### src/rtl/alu_core.sv
// alu_core: registered 16-opcode ALU with one cycle of latency.
//
// Ports:
//   clk        system clock, rising edge active
//   rst        synchronous, active-high reset; clears ALU_out and Carry_out
//   A, B       unsigned WIDTH-bit operands
//   ALU_sel    4-bit opcode; every value is defined
//   ALU_out    registered WIDTH-bit result
//   Carry_out  registered carry / borrow / overflow / divide-by-zero flag
module alu_core #(
    parameter int unsigned WIDTH = 8
) (
    input  logic             clk,
    input  logic             rst,
    input  logic [WIDTH-1:0] A,
    input  logic [WIDTH-1:0] B,
    input  logic [3:0]       ALU_sel,
    output logic [WIDTH-1:0] ALU_out,
    output logic             Carry_out
);

    localparam logic [3:0] OpAdd  = 4'h0;
    localparam logic [3:0] OpSub  = 4'h1;
    localparam logic [3:0] OpMul  = 4'h2;
    localparam logic [3:0] OpDiv  = 4'h3;
    localparam logic [3:0] OpShl  = 4'h4;
    localparam logic [3:0] OpShr  = 4'h5;
    localparam logic [3:0] OpRol  = 4'h6;
    localparam logic [3:0] OpRor  = 4'h7;
    localparam logic [3:0] OpAnd  = 4'h8;
    localparam logic [3:0] OpOr   = 4'h9;
    localparam logic [3:0] OpXor  = 4'hA;
    localparam logic [3:0] OpNor  = 4'hB;
    localparam logic [3:0] OpNand = 4'hC;
    localparam logic [3:0] OpXnor = 4'hD;
    localparam logic [3:0] OpGt   = 4'hE;
    localparam logic [3:0] OpEq   = 4'hF;

    logic [WIDTH-1:0]   out_q, out_d;
    logic               carry_q, carry_d;

    // Widened intermediates so carry/borrow/overflow fall out of the top bits.
    logic [WIDTH:0]     sum;
    logic [WIDTH:0]     diff;
    logic [2*WIDTH-1:0] prod;
    logic               b_zero;

    assign sum    = {1'b0, A} + {1'b0, B};
    // Top bit of the widened difference is set exactly when A < B.
    assign diff   = {1'b0, A} - {1'b0, B};
    assign prod   = {{WIDTH{1'b0}}, A} * {{WIDTH{1'b0}}, B};
    assign b_zero = (B == '0);

    always_comb begin
        out_d   = '0;
        carry_d = 1'b0;
        unique case (ALU_sel)
            OpAdd: begin
                out_d   = sum[WIDTH-1:0];
                carry_d = sum[WIDTH];
            end
            OpSub: begin
                out_d   = diff[WIDTH-1:0];
                carry_d = diff[WIDTH];
            end
            OpMul: begin
                out_d   = prod[WIDTH-1:0];
                carry_d = |prod[2*WIDTH-1:WIDTH];
            end
            OpDiv: begin
                // Divide-by-zero returns all ones and raises the flag.
                if (b_zero) begin
                    out_d   = '1;
                    carry_d = 1'b1;
                end else begin
                    out_d   = A / B;
                end
            end
            OpShl: begin
                out_d   = {A[WIDTH-2:0], 1'b0};
                carry_d = A[WIDTH-1];
            end
            OpShr: begin
                out_d   = {1'b0, A[WIDTH-1:1]};
                carry_d = A[0];
            end
            OpRol: begin
                out_d   = {A[WIDTH-2:0], A[WIDTH-1]};
                carry_d = A[WIDTH-1];
            end
            OpRor: begin
                out_d   = {A[0], A[WIDTH-1:1]};
                carry_d = A[0];
            end
            OpAnd:  out_d = A & B;
            OpOr:   out_d = A | B;
            OpXor:  out_d = A ^ B;
            OpNor:  out_d = ~(A | B);
            OpNand: out_d = ~(A & B);
            OpXnor: out_d = ~(A ^ B);
            OpGt:   out_d = {{(WIDTH-1){1'b0}}, (A > B)};
            OpEq:   out_d = {{(WIDTH-1){1'b0}}, (A == B)};
        endcase
    end

    always_ff @(posedge clk) begin
        if (rst) begin
            out_q   <= '0;
            carry_q <= 1'b0;
        end else begin
            out_q   <= out_d;
            carry_q <= carry_d;
        end
    end

    assign ALU_out   = out_q;
    assign Carry_out = carry_q;

endmodule

### config.mk
export PLATFORM = sky130hd
export DESIGN_NAME = alu_core
export DESIGN_NICKNAME = d
export VERILOG_FILES = /design/src/rtl/alu_core.sv
export SDC_FILE = /design/constraint.sdc
export NUM_CORES = 1
export LEC_CHECK = 0
export CORE_ASPECT_RATIO = 0.6
export CORE_MARGIN = 2
export CORE_UTILIZATION = 68
export CTS_CLUSTER_DIAMETER = 120
export DETAILED_ROUTE_END_ITERATION = 8
export PLACE_DENSITY = 0.95
export SYNTH_ARGS = -nofsm -noshare
export SYNTH_HDL_FRONTEND = slang
export SYNTH_SLANG_ARGS = --single-unit
### constraint.sdc
create_clock -name clk -period 18.7 [get_ports clk]
set_input_delay 3.74 -clock clk [delete_from_list [all_inputs] [get_ports clk]]
set_output_delay 3.74 -clock clk [all_outputs]
set_load 0.02 [all_outputs]
-- Word level (Yosys, flattened, before mapping)
Cells that the tools add are included.
W data, S select, Z words.
- logic and storage cells: 38
- memories: 0
- latch bits: 0
- memory bits (writable): 0
- input port bits: 22
- ROM bits: 0
- flip-flop bits (word level): 9
- bitwise logic cells: 6
- equality and inequality tests: 16
- multiply operators: 1
- $add $sub $neg: 2
- div/mod/pow operators: 1
- reductions and logical operators: 5
- mux-type cells: 4
- shifts and indexed selects: 0
- $lt $le $gt $ge: 1
- operator list (operator ; count):
    $pmux W8 S16 ; 1
    $eq A4 B4 Y1 const B ; 8
    $not A8 Y8 ; 3
    $eq A4 B3 Y1 const B ; 4
    $mul A8 B8 Y16 ; 1
    $add A8 B8 Y9 ; 1
    $sub A8 B8 Y9 ; 1
    $and A8 B8 Y8 ; 1
    $div A8 B8 Y8 ; 1
    $eq A4 B2 Y1 const B ; 2
    $eq A8 B8 Y1 ; 1
    $gt A8 B8 Y1 ; 1
    $logic_not A8 Y1 ; 1
    $mux W8 ; 1
    $or A8 B8 Y8 ; 1
    $reduce_or A8 Y1 ; 1
    $xor A8 B8 Y8 ; 1
    $pmux W1 S6 ; 1
    $eq A4 B1 Y1 const B ; 1
    $logic_not A4 Y1 ; 1
    $reduce_or A2 Y1 ; 2
    $mux W1 ; 1

-- Depth between registers and ports, before layout
Gate-level depths: netlist of the first run.
- depth after elaboration: 3
- mapped depth: 50
- depth with buffers taken out: 49

-- Worst setup path after synthesis of the first run
OpenSTA, ideal clock, no wires.
- path kind: in2reg
- from: input B[7]
- to: register out_q[0], in the netlist ALU_out[0]
- buffers on the path: 3
- setup time: 131 ps
- setup slack: 4866 ps
- cell stages on the path: 45
- data arrival time: 13703 ps
- cells stage by stage: buf_6 -> nor4_1 -> a32o_1 -> inv_1 -> ha_1 -> o21a_1 -> o21a_1 -> and2_1 -> or3b_2 -> o21ai_0 -> ha_1 -> or4b_2 -> o2111ai_1 -> o21ai_0 -> ha_1 -> inv_1 -> a211o_2 -> nand2_1 -> (+9 left out) -> a31oi_1 -> a21oi_1 -> clkbuf_8 -> mux2_2 -> ha_1 -> o21ai_0 -> o21ai_0 -> nand4_1 -> nand2_1 -> clkbuf_1 -> mux2_2 -> ha_1 -> a21o_1 -> a21oi_1 -> o21ai_0 -> and3_1 -> o21ai_0 -> a31oi_1
- cells in the longest elaborated chain, start to end: 3
- RTL lines (item ; line ; source):
    start, declared ; 16 ; input logic [WIDTH-1:0] B,
    $div A8 B8 Y8 or $logic_not A8 Y1 (tied branches) ; 76, 52 ;
    $mux W8 ; 72 ; if (b_zero) begin
    $pmux W8 S16 (*) ; 57 ; unique case (ALU_sel)
    end signal, assigned ; 111 ; out_q <= out_d;
    end, declared ; 39 ; logic [WIDTH-1:0] out_q, out_d;
Every way passes the cells marked *; elsewhere a longest branch is shown, timed or not.
A chain may end at the register's enable or synchronous reset.

-- Worst setup path after layout of the first run
- from: input B[0]
- to: register out_q[0], in the netlist ALU_out[0]
- cells in the longest elaborated chain, start to end: 3
- RTL lines (item ; line ; source):
    $div A8 B8 Y8 (tied with other cells) ; 76 ; out_d = A / B;
    $mux W8 (tied with other cells) ; 72 ;
    $pmux W8 S16 (*) ; 57 ;
Marks and branches as above.

==> run metrics, run 1 <==
outcome=complete, no violations; crit-path max cell delay=0.77 ns; vias in the first global route=5987; Hold Path Depth=2; EDFF count, synth=0; final worst path period share=0.8578; die area=0.009040 mm2; WS Path Type=in -> reg; delay-heaviest family, CP=compound AO/OA/AOI/OAI gates; CTS tree=yes; DR pass1 iterations=8; largest net degree at the start of global routing=48; synth unique cells=78; most frequent CP cell=ha_1; Syn Inst Count=741; most frequent cells in the layout=99 x ha_1, 91 x nor2_1, 73 x inv_1; met2 wire length=7.868 mm; die height=74.46 um; RSZ-0062 raised after global routing=no; Top Layer Used=met4; antenna violations before repair=0; CTS Hold Buffers Added=0; WP buf/inv=3; clk sinks=9; Post-Route Utilization=0.7613; row count=25; initial DRC count=896; Clock Path Buffers=2; post-cts resize count=0; Mapped Nets=900; met1 wire length=7.680 mm; mean area per synthesized cell=7.592 um2; most common cell after layout, fill and taps aside=ha_1; minimum clock period after layout=16.04 ns; Syn Std Cell Area=0.005625 mm2; Worst EP required=18.79 ns; DR WL/cell=22.35 um; hpwl dp=15.07 mm; Hold Path Class=in -> reg; Root Driver=clkbuf_16; Power Dens Cells=62.27 mW/mm2; Worst Path Arrival=16.13 ns; startpoint types=input port; I/O Pins=31; final WL=19.20 mm; setup ws final=2.659 ns; Setup Buffers After CTS=0; final hold violation count=0; CTS Buf Count=3; Critical Path End Type=flop; Main synth FF type=dfxtp_1; global-route wire length before repair=30.55 mm; max_slew headroom=0.3555; initial core utilization=0.7080; worst vdd ir=0.09153 mV; Max Transition Viols Final=0; Post-Route Setup TNS=0 ns; register bit total from synthesis=9; DRC viols=0; sequential cell area fraction in the yosys report=0.03203; global route overflow=0; YS warnings=0; number of port buffers=30; CP max FO=14; Antenna Cells=0; Via Count=6171; RePlAce Congestion=1.020; hold endpoint=ALU_out[7]$_SDFF_PP0_; maximum capacitance violations=0; Via density=7.184; transition time of the tightest slew-check pin=0.9543 ns; Total Nets Final=911; min-delay src=rst; maximum clock frequency=62.34 MHz; critical path's slowest cell=clkdlybuf4s50_1; fraction of registers with async set/reset=0; H-tree depth=1; Final Setup Violations=0; core area=0.007945 mm2; Static Leakage=2.747 nW; synth-to-layout area growth=7.518%; ANT nets after route=0; Worst-path clk slew=0.04 ns; chip width=121.4 um; CP Depth=45; total global-route track usage=0.4361; Total Power=0.3766 mW; DR WL met3=2.985 mm; pre-CTS setup slack=2.854 ns; fraction of layout cells with a size suffix above 1=0.04927
synthesized netlist by cell type, drive strengths merged, types with 9 or more instances:
cell type,n,area share
ha,99,0.22
nor2,91,0.061
inv,73,0.049
nand2,55,0.037
a21oi,39,0.035
fa,38,0.14
o21ai,37,0.033
clkbuf,23,0.017
nor3,21,0.019
o21a,17,0.023
xnor2,15,0.023
a211oi,14,0.021
xor2,12,0.019
a31oi,10,0.011
mux2,10,0.021
nand3,10,0.0089
dfxtp,9,0.032
o211ai,9,0.012
cell type report:
cell class,count,area (um2)
flip-flops and latches,9,180.2
well taps,108,135.1
multi-input cells,626,5027
clock buffers,4,78.83
repair buffers,35,337.8
inverters,77,289.0
fillers,612,1897
registers in the layout (all words and copies together), names as in the netlist:
name	count
ALU_out	8
Carry_out	1
worst max-delay path by stage:
stage          start               endpoint  slack, ns
2_1_floorplan   B[7]  ALU_out[0]$_SDFF_PP0_       4.87
3_3_place_gp    B[7]  ALU_out[0]$_SDFF_PP0_       3.72
3_5_place_dp    B[0]  ALU_out[0]$_SDFF_PP0_       2.85
4_1_cts         B[0]  ALU_out[0]$_SDFF_PP0_       3.04
5_1_grt         B[7]  ALU_out[0]$_SDFF_PP0_       2.04
6_report        B[0]  ALU_out[0]$_SDFF_PP0_       2.66
per-stage QoR:
stage	std cells	hold WS (ns)	instance area, um2
4_1_cts	859	4.338	6048
2_1_floorplan	741	3.974	5625
6_report	859	4.353	6048
5_1_grt	859	4.372	6048
3_5_place_dp	855	4.537	5969
3_3_place_gp	855	4.538	5969
logic make-up after synthesis:
logic type / Yosys count / synth area share
AND/OR/NAND/NOR: 241 / 0.2073
AO/OA/AOI/OAI: 204 / 0.2558
adder cells (fa/ha/maj): 137 / 0.3554
buffers and inverters: 106 / 0.07429
XOR/XNOR: 27 / 0.04204
multiplexers: 17 / 0.03314
flip-flops: 9 / 0.03203
power breakdown:
group / internal [mW] / leakage, nW / total (mW) / switching [mW]
clock: 0.0285 / 0.0382 / 0.0379 / 0.00936
combinational: 0.128 / 2.63 / 0.317 / 0.189
sequential: 0.0213 / 0.0746 / 0.0219 / 0.000632
total: 0.177 / 2.75 / 0.377 / 0.199
routing by layer:
metal	track usage	vias to the layer above
li1	-	2690
met1	0.5914	2885
met2	0.6773	506
met3	0.1219	90
met4	0.1494	0
met5	0	-
Note: power is estimated with default switching activity, not from simulation.
==> run 2, diff against run 1 <==
--- a/config.mk
+++ b/config.mk
@@ -5,9 +5,9 @@
 export SDC_FILE = /design/constraint.sdc
 export NUM_CORES = 1
 export LEC_CHECK = 0
-export CORE_ASPECT_RATIO = 0.6
+export ABC_AREA = 1
 export CORE_MARGIN = 2
-export CORE_UTILIZATION = 68
+export CORE_UTILIZATION = 69
 export CTS_CLUSTER_DIAMETER = 120
 export DETAILED_ROUTE_END_ITERATION = 8
 export PLACE_DENSITY = 0.95
==> run 2 against run 1 <==
Total power is 5.2% lower. Design area is 4.7% higher. Utilization is 0.14 points higher. Die area is 4.2% higher. Cell count is 23% higher. Critical endpoint unchanged. Largest cell class unchanged.
==> run metrics, run 2 <==
outcome=complete, no violations; Static Leakage=3.764 nW; Root Driver=clkbuf_8; fraction of registers with async set/reset=0; CTS tree=yes; setup ws final=5.001 ns; initial DRC count=475; transition time of the tightest slew-check pin=0.7658 ns; Post-Route Utilization=0.7627; global-route wire length before repair=28.48 mm; global route overflow=0; Via Count=6171; most frequent cells in the layout=221 x nand2_1, 196 x inv_1, 99 x ha_1; dominant cells by area after synthesis=ha_1 21%, nand2_1 14%, fa_1 13%, inv_1 12%, nand3_1 5.4%; CP max FO=12; Worst Hold Slack=4.151 ns; startpoint types=input port; Syn Std Cell Area=0.005978 mm2; RSZ-0062 raised after global routing=no; fillcell total=686; Total Nets Final=1115; minimum clock period after layout=13.70 ns; pre-CTS setup slack=4.961 ns; DR pass1 iterations=8; crit-path max cell delay=0.83 ns; Post-Synth Adder-Cell Area=0.3344; final worst path period share=0.7326; hpwl dp=13.97 mm; I/O Pins=31; Compound-Gate Fraction of Synth Area=0.1314; final hold violation count=0; RePlAce Congestion=1.042; DP Area=0.006285 mm2; sequential cell area fraction in the yosys report=0.03014; core area=0.008299 mm2; Clock Path Buffers=2; YS warnings=0; share of the synthesized area in the top cell type=0.2072; number of flip-flops in the largest register=8; max_slew headroom=0.4879; vias in the first global route=6022; row count=33; Mapped Nets=1102; fraction of layout cells with a size suffix above 1=0.05550; Net Sw Frac=0.5700; Final Setup Violations=0; post-cts resize count=0; Final Instance Area=0.006330 mm2; EDFF count, synth=0; register bit total from synthesis=9; final WL=17.04 mm; clk sinks=9; synth unique cells=54; mux contribution to synthesized area=0; Antenna Cells=0; mean area per synthesized cell=6.340 um2; DR WL/cell=16.08 um; largest net degree at the start of global routing=15; Hold Path Class=in -> reg; critical path launch point=B[0]; Main synth FF type=dfxtp_1; CTS Buf Count=3; Comb power frac=0.877; clock share of power=0.062; number of port buffers=30; Simple-Gate Fraction of Synth Area=0.3223; Max Transition Viols Final=0; die height=97.08 um; most common cell in the netlist=nand2_1; most common cell after layout, fill and taps aside=nand2_1; min-delay src=rst; Post-Route Setup TNS=0 ns; Worst-path clk slew=0.04 ns; Sw Pwr=0.2036 mW; hold endpoint=ALU_out[0]$_SDFF_PP0_; CTS Hold Buffers Added=0; Critical Path End Type=flop; synth-to-layout area growth=5.881%; maximum clock frequency=73.00 MHz; chip width=97.08 um; Syn Inst Count=943; ANT nets after route=0; most frequent CP cell=nand2_1; Worst Path Arrival=13.82 ns; Int Pwr=0.1535 mW; Setup Buffers After CTS=0; Synth area leader=ha_1; antenna violations before repair=0; H-tree depth=1; die area=0.009425 mm2; WS Path Type=in -> reg; worst vdd ir=0.06606 mV; maximum capacitance violations=0; DRC viols=0; Hold Path Depth=2; total global-route track usage=0.3667; critical path's slowest cell=clkdlybuf4s50_1; sequential share of power=0.061; largest family of logic cells by synthesized area=adder cells; Worst EP required=18.82 ns; xor-xnor portion of the synthesized cell area=0.02930; top cells by count, synth=221 x nand2_1, 196 x inv_1, 99 x ha_1, 64 x nand3_1, 59 x nor2_1; initial core utilization=0.7203; Via density=5.822; Power Dens Cells=56.42 mW/mm2
-- run 2: cell types whose count changed after synthesis, moves of 9 or more --
| cell | delta |
|---|---|
| nand2_1 | +166 |
| inv_1 | +123 |
| nand3_1 | +54 |
| nor2_1 | -32 |
| o21a_1 | -15 |
| clkbuf_1 | -10 |
| nand4_1 | +10 |
| xnor2_1 | -10 |
| mux2_2 | -9 |
-- run 2: through the flow --
| step | power [mW] | std cells |
|---|---|---|
| after detailed placement | 0.3285 | 1056 |
| after global placement | 0.3231 | 1056 |
| after CTS | 0.3527 | 1060 |
| after floorplan | 0.2628 | 943 |
| final | 0.3571 | 1060 |
| after global routing | 0.4050 | 1060 |
-- run 2: how the worst max path moves through the flow --
stage,end,cells past startpoint,slack [ns]
floorplan,ALU_out[0]$_SDFF_PP0_,57,7.01
global placement,ALU_out[0]$_SDFF_PP0_,62,5.34
detailed placement,ALU_out[0]$_SDFF_PP0_,63,4.96
CTS,ALU_out[0]$_SDFF_PP0_,63,5.20
global route,ALU_out[0]$_SDFF_PP0_,64,4.19
finish,ALU_out[0]$_SDFF_PP0_,63,5.00
-- run 2: cell type report --
class	count	area, um2	share of cell area
flip-flops and latches	9	180.2	0.02846
clock buffers	4	45.04	0.007116
inverters	206	778.2	0.1229
well taps	105	131.4	0.02076
multi-input cells	705	4887	0.7721
repair buffers	31	307.8	0.04863
-- run 2: critical path: cells and delay by family --
family	cells	cell delay (ns)
AND/OR/NAND/NOR	33	3.79
adder cells (fa/ha/maj)	8	2.52
buffers and inverters	9	1.80
AO/OA/AOI/OAI	12	1.80
XOR/XNOR	1	0.15
-- run 2: cells by family (layout without fill, tap and decap cells) --
| group | count (synthesis) | in the layout |
|---|---|---|
| AND/OR/NAND/NOR | 417 | 417 |
| buffers and inverters | 229 | 241 |
| adder cells (fa/ha/maj) | 137 | 137 |
| AO/OA/AOI/OAI | 131 | 131 |
| XOR/XNOR | 20 | 20 |
| flip-flops | 9 | 9 |
-- run 2: power by group through the flow --
stage	Clock [mW]	Sequential [mW]	Combinational [mW]
floorplan	0	0.0248	0.238
global placement	0	0.0221	0.301
detailed placement	0	0.0222	0.306
CTS	0.0221	0.0218	0.309
global route	0.0232	0.0220	0.360
finish	0.0220	0.0218	0.313
-- run 2: routing by layer --
metal | GRT usage | wire (um) | up-vias
li1 | - | - | 3018
met1 | 0.4730 | 6930 | 2732
met2 | 0.6042 | 7474 | 346
met3 | 0.05396 | 1759 | 75
met4 | 0.1723 | 878 | 0
met5 | 0 | 0 | -
==> run 3, diff against run 2 <==
--- a/config.mk
+++ b/config.mk
@@ -7,10 +7,10 @@
 export LEC_CHECK = 0
 export ABC_AREA = 1
 export CORE_MARGIN = 2
-export CORE_UTILIZATION = 69
+export CORE_UTILIZATION = 58
 export CTS_CLUSTER_DIAMETER = 120
 export DETAILED_ROUTE_END_ITERATION = 8
-export PLACE_DENSITY = 0.95
+export PLACE_DENSITY = 0.89
 export SYNTH_ARGS = -nofsm -noshare
 export SYNTH_HDL_FRONTEND = slang
 export SYNTH_SLANG_ARGS = --single-unit
==> constraint.sdc (replaced) <==
create_clock -name clk -period 12.1 [get_ports clk]
set_input_delay 2.42 -clock clk [delete_from_list [all_inputs] [get_ports clk]]
set_output_delay 2.42 -clock clk [all_outputs]
set_load 0.02 [all_outputs]
==> run 3 against run 2 <==
Critical path depth down 2. Critical endpoint unchanged. First-iteration DRC count down 1.7%. Largest power group unchanged. Routed wire length down 0.56%. Design area up 2.7%. Sequential power up 54%. Critical path type unchanged. Clock power up 50%. Combinational power up 57%. Global-route usage down 4.9 points. Non-clock buffer count up 14.
==> run metrics, run 3 (synthesized netlist as in run 2, its figures left out) <==
Via density=5.722; Root Driver=clkbuf_8; number of flip-flops in the largest register=8; WS Path Type=in -> reg; largest net degree at the start of global routing=15; Worst Hold Slack=2.847 ns; outcome=complete, no violations; Sw Pwr=0.3149 mW; Placed Cells=1098; most frequent cells in the layout=221 x nand2_1, 195 x inv_1, 99 x ha_1; most common cell after layout, fill and taps aside=nand2_1; CTS Buf Count=3; critical path's slowest cell=clkdlybuf4s50_1; DR pass1 iterations=6; Post-Route Setup TNS=0 ns; fraction of layout cells with a size suffix above 1=0.07637; Worst-path clk slew=0.04 ns; Net Sw Frac=0.5649; number of port buffers=30; final hold violation count=0; H-tree depth=1; ANT nets after route=0; Seq. cell area=180.2 um2; Power Dens Cells=85.76 mW/mm2; initial core utilization=0.5870; minimum clock period after layout=11.31 ns; die area=0.01114 mm2; fillcell total=962; global route overflow=0; Final Setup Violations=0; Antenna Cells=0; DRC viols=0; I/O Pins=31; clock share of power=0.059; Worst EP required=12.21 ns; antenna violations before repair=0; CP max FO=7; pre-CTS setup slack=0.1349 ns; chip width=105.5 um; transition time of the tightest slew-check pin=0.8465 ns; critical path launch point=B[0]; min-delay src=rst; Multi-input gate area=0.004912 mm2; fin cells=1105; final WL=16.95 mm; Total Nets Final=1129; hpwl dp=13.95 mm; Static Leakage=3.835 nW; maximum clock frequency=88.39 MHz; Clock Path Buffers=2; sequential share of power=0.060; Via Count=6323; synth-to-layout area growth=8.749%; startpoint types=input port; vias in the first global route=6368; Max Transition Viols Final=0; CTS tree=yes; global-route wire length before repair=29.10 mm; max_slew headroom=0.4336; Total Power=0.5576 mW; crit-path max cell delay=0.48 ns; die height=105.5 um; RePlAce Congestion=1.033; Hold Path Class=in -> reg; Int Pwr=0.2426 mW; total global-route track usage=0.3178; core area=0.01018 mm2; Comb power frac=0.881; row count=37; maximum capacitance violations=0; DR WL/cell=15.34 um; most frequent CP cell=nand2_1; initial DRC count=467; setup ws final=0.7866 ns; worst vdd ir=0.05304 mV; clk sinks=9; Worst Path Arrival=11.42 ns; Critical Path End Type=flop; final worst path period share=0.9350
-- run 3: path summary, 6_finish.rpt --
path	endpoint	slack [ns]	depth (start not counted)
max	ALU_out[0]$_SDFF_PP0_	0.79	61
min	ALU_out[0]$_SDFF_PP0_	2.85	2
-- run 3: what timing repair did --
action | 4_1_cts | 5_1_grt
hold buffers | 0 | 0
buffers inserted | 0 | 3
gates resized for setup | 0 | 13
setup endpoints to repair | 0 | 1
-- run 3: critical path: cells and delay by family --
kind | cells | cell delay, ns
AO/OA/AOI/OAI | 14 | 2.15
buffers and inverters | 9 | 1.25
AND/OR/NAND/NOR | 29 | 2.98
XOR/XNOR | 1 | 0.16
adder cells (fa/ha/maj) | 8 | 2.46
-- run 3: power groups by stage --
| stage | logic (mW) | clock network (mW) | registers [mW] |
|---|---|---|---|
| 6_report | 0.491 | 0.0330 | 0.0336 |
| 5_1_grt | 0.565 | 0.0351 | 0.0338 |
| 4_1_cts | 0.483 | 0.0334 | 0.0336 |
| 3_5_place_dp | 0.479 | 0 | 0.0341 |
| 3_3_place_gp | 0.467 | 0 | 0.0341 |
| 2_1_floorplan | 0.368 | 0 | 0.0384 |
-- run 3: per-stage QoR --
| step | area, um2 | utilization |
|---|---|---|
| finish | 6501 | 0.6383 |
| global route | 6501 | 0.6383 |
| CTS | 6451 | 0.6334 |
| detailed placement | 6406 | 0.6290 |
| global placement | 6406 | 0.6290 |
| floorplan | 5978 | - |
-- run 3: final cells by class --
| class | count | share of cell area |
|---|---|---|
| Clock buffer | 4 | 0.006928 |
| Sequential cell | 9 | 0.02771 |
| Inverter | 206 | 0.1201 |
| Timing Repair Buffer | 45 | 0.06351 |
| Multi-Input combinational cell | 705 | 0.7556 |
| Tap cell | 136 | 0.02617 |
-- run 3: metal layers --
metal,track usage,wire (um),vias up,share of wire
met5,0,0,-,0
met4,0.1814,1118,0,0.066
met3,0.04515,1516,100,0.089
met2,0.5272,7497,316,0.44
met1,0.3939,6813,2861,0.40
li1,-,-,3046,-
